### config.mk
export PLATFORM = sky130hd
export DESIGN_NAME = ws2812_driver
export DESIGN_NICKNAME = d
export VERILOG_FILES = /design/src/rtl/ws2812_pkg.sv /design/src/rtl/ws2812_bit_timer.sv /design/src/rtl/ws2812_driver.sv
export SDC_FILE = /design/constraint.sdc
export NUM_CORES = 2
export LEC_CHECK = 0
export BUFFER_PORTS_ARGS = -buffer_cell sky130_fd_sc_hd__buf_2
export CELL_PAD_IN_SITES_DETAIL_PLACEMENT = 1
export CELL_PAD_IN_SITES_GLOBAL_PLACEMENT = 2
export CORE_AREA = 4 4 446 448
export DETAILED_ROUTE_END_ITERATION = 7
export DIE_AREA = 0 0 450 452
export PLACE_DENSITY_LB_ADDON = 0.1
export REMOVE_ABC_BUFFERS = 1
export SYNTH_ARGS = -nofsm -noshare
export SYNTH_HDL_FRONTEND = slang
export SYNTH_SLANG_ARGS = --single-unit
### constraint.sdc
create_clock -name clk -period 4.7 [get_ports clk]
set_clock_uncertainty 0.1 [all_clocks]
set_input_delay 0.705 -clock clk [delete_from_list [all_inputs] [get_ports clk]]
set_output_delay 0.705 -clock clk [all_outputs]
set_load 0.1 [all_outputs]
### src/rtl/ws2812_pkg.sv
// Shared state encoding, default timing and frame bit ordering for the WS2812 driver.
package ws2812_pkg;

  typedef enum logic [1:0] {
    ST_IDLE  = 2'd0,
    ST_HIGH  = 2'd1,
    ST_LOW   = 2'd2,
    ST_LATCH = 2'd3
  } state_t;

  localparam int DEF_NUM_LEDS  = 48;
  localparam int DEF_BIT_CYC   = 15;
  localparam int DEF_T0H_CYC   = 5;
  localparam int DEF_T1H_CYC   = 10;
  localparam int DEF_RESET_CYC = 720;

  function automatic int max_int(input int a, input int b);
    return (a > b) ? a : b;
  endfunction

  // Serial bit k -> framebuf index: pixels ascending, bytes G,R,B, each byte MSB first.
  function automatic int tx_index(input int k);
    return 24 * (k / 24) + 8 * ((k % 24) / 8) + 7 - (k % 8);
  endfunction

endpackage

### src/rtl/ws2812_bit_timer.sv
// Times one WS2812 data bit: dout high for T0H/T1H cycles, then low until BIT_CYC elapse.
module ws2812_bit_timer #(
  parameter int BIT_CYC = 15,
  parameter int T0H_CYC = 5,
  parameter int T1H_CYC = 10,
  parameter int CNT_W   = 4
) (
  input  logic clk,
  input  logic nrst,
  input  logic go,
  input  logic bit_val,
  output logic dout,
  output logic high_end,
  output logic bit_end
);

  logic [CNT_W-1:0] cnt;
  logic [CNT_W-1:0] th;
  logic             active;
  logic             bit_r;

  assign th       = bit_r ? CNT_W'(T1H_CYC) : CNT_W'(T0H_CYC);
  assign high_end = active && (cnt == th - 1'b1);
  assign bit_end  = active && (cnt == CNT_W'(BIT_CYC - 1));

  // go wins over bit_end so the next bit starts on the very next cycle.
  always_ff @(posedge clk or negedge nrst) begin
    if (!nrst) begin
      cnt    <= '0;
      active <= 1'b0;
      bit_r  <= 1'b0;
      dout   <= 1'b0;
    end else if (go) begin
      cnt    <= '0;
      active <= 1'b1;
      bit_r  <= bit_val;
      dout   <= 1'b1;
    end else if (active) begin
      if (bit_end) begin
        cnt    <= '0;
        active <= 1'b0;
      end else begin
        cnt <= cnt + 1'b1;
      end
      if (high_end) dout <= 1'b0;
    end
  end

endmodule

### src/rtl/ws2812_driver.sv
// WS2812 frame serialiser: snapshots the framebuffer, shifts it out bit by bit, then latches.
//   state    | meaning
//   ST_IDLE  | line low, waiting for start
//   ST_HIGH  | high phase of the current bit
//   ST_LOW   | low phase of the current bit
//   ST_LATCH | latch/reset gap, done on its final cycle
module ws2812_driver
  import ws2812_pkg::*;
#(
  parameter int NUM_LEDS  = DEF_NUM_LEDS,
  parameter int BIT_CYC   = DEF_BIT_CYC,
  parameter int T0H_CYC   = DEF_T0H_CYC,
  parameter int T1H_CYC   = DEF_T1H_CYC,
  parameter int RESET_CYC = DEF_RESET_CYC
) (
  input  logic                    clk,
  input  logic                    nrst,
  input  logic [NUM_LEDS*24-1:0]  framebuf,
  input  logic                    start,
  output logic                    busy,
  output logic                    done,
  output logic                    dout
);

  localparam int NBITS = NUM_LEDS * 24;
  localparam int IDX_W = $clog2(NBITS);
  localparam int CNT_W = $clog2(max_int(BIT_CYC, RESET_CYC));

  if (!(T0H_CYC > 0 && T0H_CYC < T1H_CYC && T1H_CYC < BIT_CYC && RESET_CYC >= 1)) begin : g_param_check
    $error("ws2812_driver: timing parameters must satisfy 0 < T0H < T1H < BIT and RESET >= 1");
  end

  state_t           state, state_nx;
  logic [NBITS-1:0] fb_ordered;
  logic [NBITS-1:0] shadow;
  logic [IDX_W-1:0] bit_idx;
  logic [CNT_W-1:0] cnt;
  logic             go, go_bit, load, advance, latch_done;
  logic             high_end, bit_end;

  // Reorder to transmit order so the shadow only ever shifts by one.
  for (genvar k = 0; k < NBITS; k++) begin : g_order
    assign fb_ordered[k] = framebuf[tx_index(k)];
  end

  assign latch_done = (state == ST_LATCH) && (cnt == CNT_W'(RESET_CYC - 1));
  assign busy       = (state != ST_IDLE);
  assign done       = latch_done;

  always_comb begin
    state_nx = state;
    go       = 1'b0;
    go_bit   = 1'b0;
    load     = 1'b0;
    advance  = 1'b0;
    case (state)
      ST_IDLE: begin
        if (start) begin
          state_nx = ST_HIGH;
          go       = 1'b1;
          go_bit   = fb_ordered[0];
          load     = 1'b1;
        end
      end
      ST_HIGH: begin
        if (high_end) state_nx = ST_LOW;
      end
      ST_LOW: begin
        if (bit_end) begin
          if (bit_idx == IDX_W'(NBITS - 1)) begin
            state_nx = ST_LATCH;
          end else begin
            state_nx = ST_HIGH;
            go       = 1'b1;
            go_bit   = shadow[0];
            advance  = 1'b1;
          end
        end
      end
      ST_LATCH: begin
        if (latch_done) state_nx = ST_IDLE;
      end
      default: state_nx = ST_IDLE;
    endcase
  end

  // Bit 0 goes straight to the timer, so the shadow holds the bits still to come.
  always_ff @(posedge clk or negedge nrst) begin
    if (!nrst) begin
      state   <= ST_IDLE;
      shadow  <= '0;
      bit_idx <= '0;
      cnt     <= '0;
    end else begin
      state <= state_nx;
      if (load) begin
        shadow  <= {1'b0, fb_ordered[NBITS-1:1]};
        bit_idx <= '0;
      end else if (advance) begin
        shadow  <= shadow >> 1;
        bit_idx <= bit_idx + 1'b1;
      end
      if (state == ST_LATCH && !latch_done) cnt <= cnt + 1'b1;
      else                                  cnt <= '0;
    end
  end

  ws2812_bit_timer #(
    .BIT_CYC (BIT_CYC),
    .T0H_CYC (T0H_CYC),
    .T1H_CYC (T1H_CYC),
    .CNT_W   (CNT_W)
  ) u_bit_timer (
    .clk      (clk),
    .nrst     (nrst),
    .go       (go),
    .bit_val  (go_bit),
    .dout     (dout),
    .high_end (high_end),
    .bit_end  (bit_end)
  );

endmodule

==> impl_results.md <==
- Synth cell types: 40
- Synth Register Bits: 1187
- Syn avg cell area: between 8 and 9 um2
- Area growth syn-to-layout: 23.06%
- Post-layout util: 0.3603
- Clk buf depth: 3
- DR iter-0 viols: 4348
- Antenna violations before repair: 259
- Max-slew violations: 0
- CTS tree: yes
- CTS root buffer: clkbuf_16
- RSZ-0062 raised after global routing: false
- Post-synth EDFFs: 0
- Period Utilization, post-route: 0.6784
- Power per cell area: 348.5 mW/mm2
- Setup slack at placement: 1.618 ns
- Die Area: 0.2034 mm2
- Worst skew pair latency: roughly 0.80 ns
- Synthesized cell area: 0.05697 mm2
- Starting density of the core: 0.2928
- Asr flop ratio synth: 1.000
- Final Setup Violations: 0
- Cell Rows: 162
- Via Count: 56.80k
- PortBufs: 1157
- Largest net degree at the start of global routing: 231
- Die width: 450 um
- CTS Buf Count: 149
- Critical Path Start Type: flop
- Met2 Usage GRT: 0.3898
- Dpl hpwl: 168400 um
- Peak supply drop: roughly 0.00036 V
- Share of layout cells above drive strength 1: 0.2043
- Count of final hold-check violations: 0
- Commonest non-fill, non-tap cell in the layout: dfrtp_1
- Vias/cell: 5.559
- CTS Sinks: 1187
- First-pass GRT wire length: 381900 um
- Crit path DAT: 3.70 ns
- Seq/Total Area, Yosys: 0.5214
- Final worst slack: approximately 1.5 ns
- Final min period: 3.188 ns
- Met3 Track Usage GR: 0.04647
- Final nets: 8593
- Worst min-delay path class: input port to flop
- Post-Synthesis Cells: 6745
- Slew headroom: 0.08710
- Worst slew pin tran: 1.369 ns
- Drt pass-1 iters: 5
- Leakage: 27.09 nW
- Tot GR Track Use: 0.2405
- Main flop type after synthesis: dfrtp_1
- Critical Path Fanout Max: 230
- Grt total ovfl: 0
- CP endpoint kind: flop
- Post-route DRC: 0
- Critical path type: flop to flop
- Critical Path RT: around 5.2 ns
- Drt wl/cell: 25.01 um
- Max cap viols: 0
- Post-CTS resize count: 0
- Clock transition at path regs: 0.06 ns
- Vias in the first global route: 58.85k
- Busiest grt layer: met2
- Run status: completed
- YS warnings: 0
- Sum Neg Setup Slack: 0 ns
- Die height: 452 um
- Met1 usage: 0.2994
- GP Congestion: 0.8317
- Commonest non-fill, non-tap cells in the layout: dfrtp_1 (1187), nand3_1 (1169), nor2_1 (1169)
- Core Footprint: 0.1946 mm2
- H-Tree Depth: 4
- Final ANT Viol Nets: 0
- Final WL: about 260000 um
- Fmax: 313.6 MHz
- I/O pin cnt: 1158
-- stage by stage --
| step | instances | total power (W) | instance area, um2 | hold slack [ns] |
|---|---|---|---|---|
| 2_1_floorplan | 5969 | 0.01183 | 53810 | 0.3094 |
| 3_3_place_gp | 9819 | 0.01281 | 64800 | 0.3394 |
| 3_5_place_dp | 9819 | 0.01285 | 64800 | 0.3548 |
| 4_1_cts | 10090 | 0.02482 | 69780 | 0.002427 |
| 5_1_grt | 10190 | 0.02545 | 70030 | 0.01819 |
| 6_report | 10220 | 0.02443 | 70100 | 0.06953 |
-- cell families after synthesis --
kind of cell | after synthesis | synth area share
AND/OR/NAND/NOR | 2425 | 0.1888
AO/OA/AOI/OAI | 2334 | 0.2310
flip-flops | 1187 | 0.5214
buffers and inverters | 782 | 0.05583
XOR/XNOR | 9 | 0.001384
multiplexers | 4 | 0.0007029
adder cells (fa/ha/maj) | 4 | 0.0008786
-- power breakdown --
part | switching [W] | leakage (nW) | internal, W
Clock | 0.00481 | 2.43 | 0.00696
Combinational | 0.000856 | 12.4 | 0.000722
Sequential | 0.000325 | 12.3 | 0.0108
Total | 0.00599 | 27.1 | 0.0184
-- layout make-up --
type / count / area [um2]
fillers: 22900 / 124500
flip-flops and latches: 1187 / 29700
multi-input cells: 4776 / 24100
repair buffers: 1314 / 7850
clock buffers: 242 / 4647
well taps: 2542 / 3181
diodes: 128 / 320.3
clock inverters: 23 / 279.0
inverters: 6 / 22.52
-- registers in the layout, indices dropped and copies added (netlist names) --
register            flops
shadow               1151
u_bit_timer.active      1
u_bit_timer.dout        1
u_bit_timer.cnt        10
u_bit_timer.bit_r       1
state                   2
cnt                    10
bit_idx                11
-- cell usage after synthesis, drive strengths merged (2+ instances only) --
cell,count,area share
dfrtp,1187,0.52
nand3,1169,0.10
nor2,1169,0.077
o21ai,1160,0.10
a31oi,1153,0.13
clkbuf,642,0.042
buf,134,0.013
nand2,28,0.0018
a21oi,10,0.00088
nand4,9,0.00099
or3,9,0.00099
inv,6,0.00040
or4,6,0.00079
xor2,6,0.00092
and3,5,0.00055
ha,4,0.00088
mux2i,4,0.00070
nand2b,4,0.00044
nor4,4,0.00055
o31ai,4,0.00053
or3b,4,0.00061
and2,3,0.00033
or2,3,0.00033
xnor2,3,0.00046
and4,2,0.00031
nor3,2,0.00018
nor3b,2,0.00026
nor4b,2,0.00031
o211ai,2,0.00026
o311ai,2,0.00031
-- critical path: stages (launching register included) --
cell     delay, ns
dfrtp_1       0.44
nor4_2        0.58
nand4_1       0.30
buf_4         0.31
buf_12        0.25
o21ai_0       0.44
a31oi_1       0.14
-- repair_timing --
item,4_1_cts,5_1_grt
setup buffers,0,0
hold buffers,6,0
endpoints found under the hold margin,94,0
setup endpoints to repair,0,0
-- final timing paths --
check                              startpoint            to  slack [ns]  depth (start not counted)
max in group asynchronous                nrst   shadow[745]        2.67                          4
min in group asynchronous                nrst  shadow[1005]        0.33                          2
max                        u_bit_timer.cnt[4]    shadow[83]        1.51                          6
max reg2reg                u_bit_timer.cnt[4]    shadow[83]        1.51                          6
min reg2reg                            cnt[0]        cnt[0]        0.35                          1
min                             framebuf[328]   shadow[334]        0.07                          3
-- routing by layer --
layer | wire [um] | share of wire | vias up
li1 | - | - | 25960
met1 | 105700 | 0.41 | 28800
met2 | 125800 | 0.49 | 1409
met3 | 11620 | 0.045 | 598
met4 | 12210 | 0.048 | 38
met5 | 270 | 0.0011 | -
No activity file was read; power rests on OpenSTA's default activity.
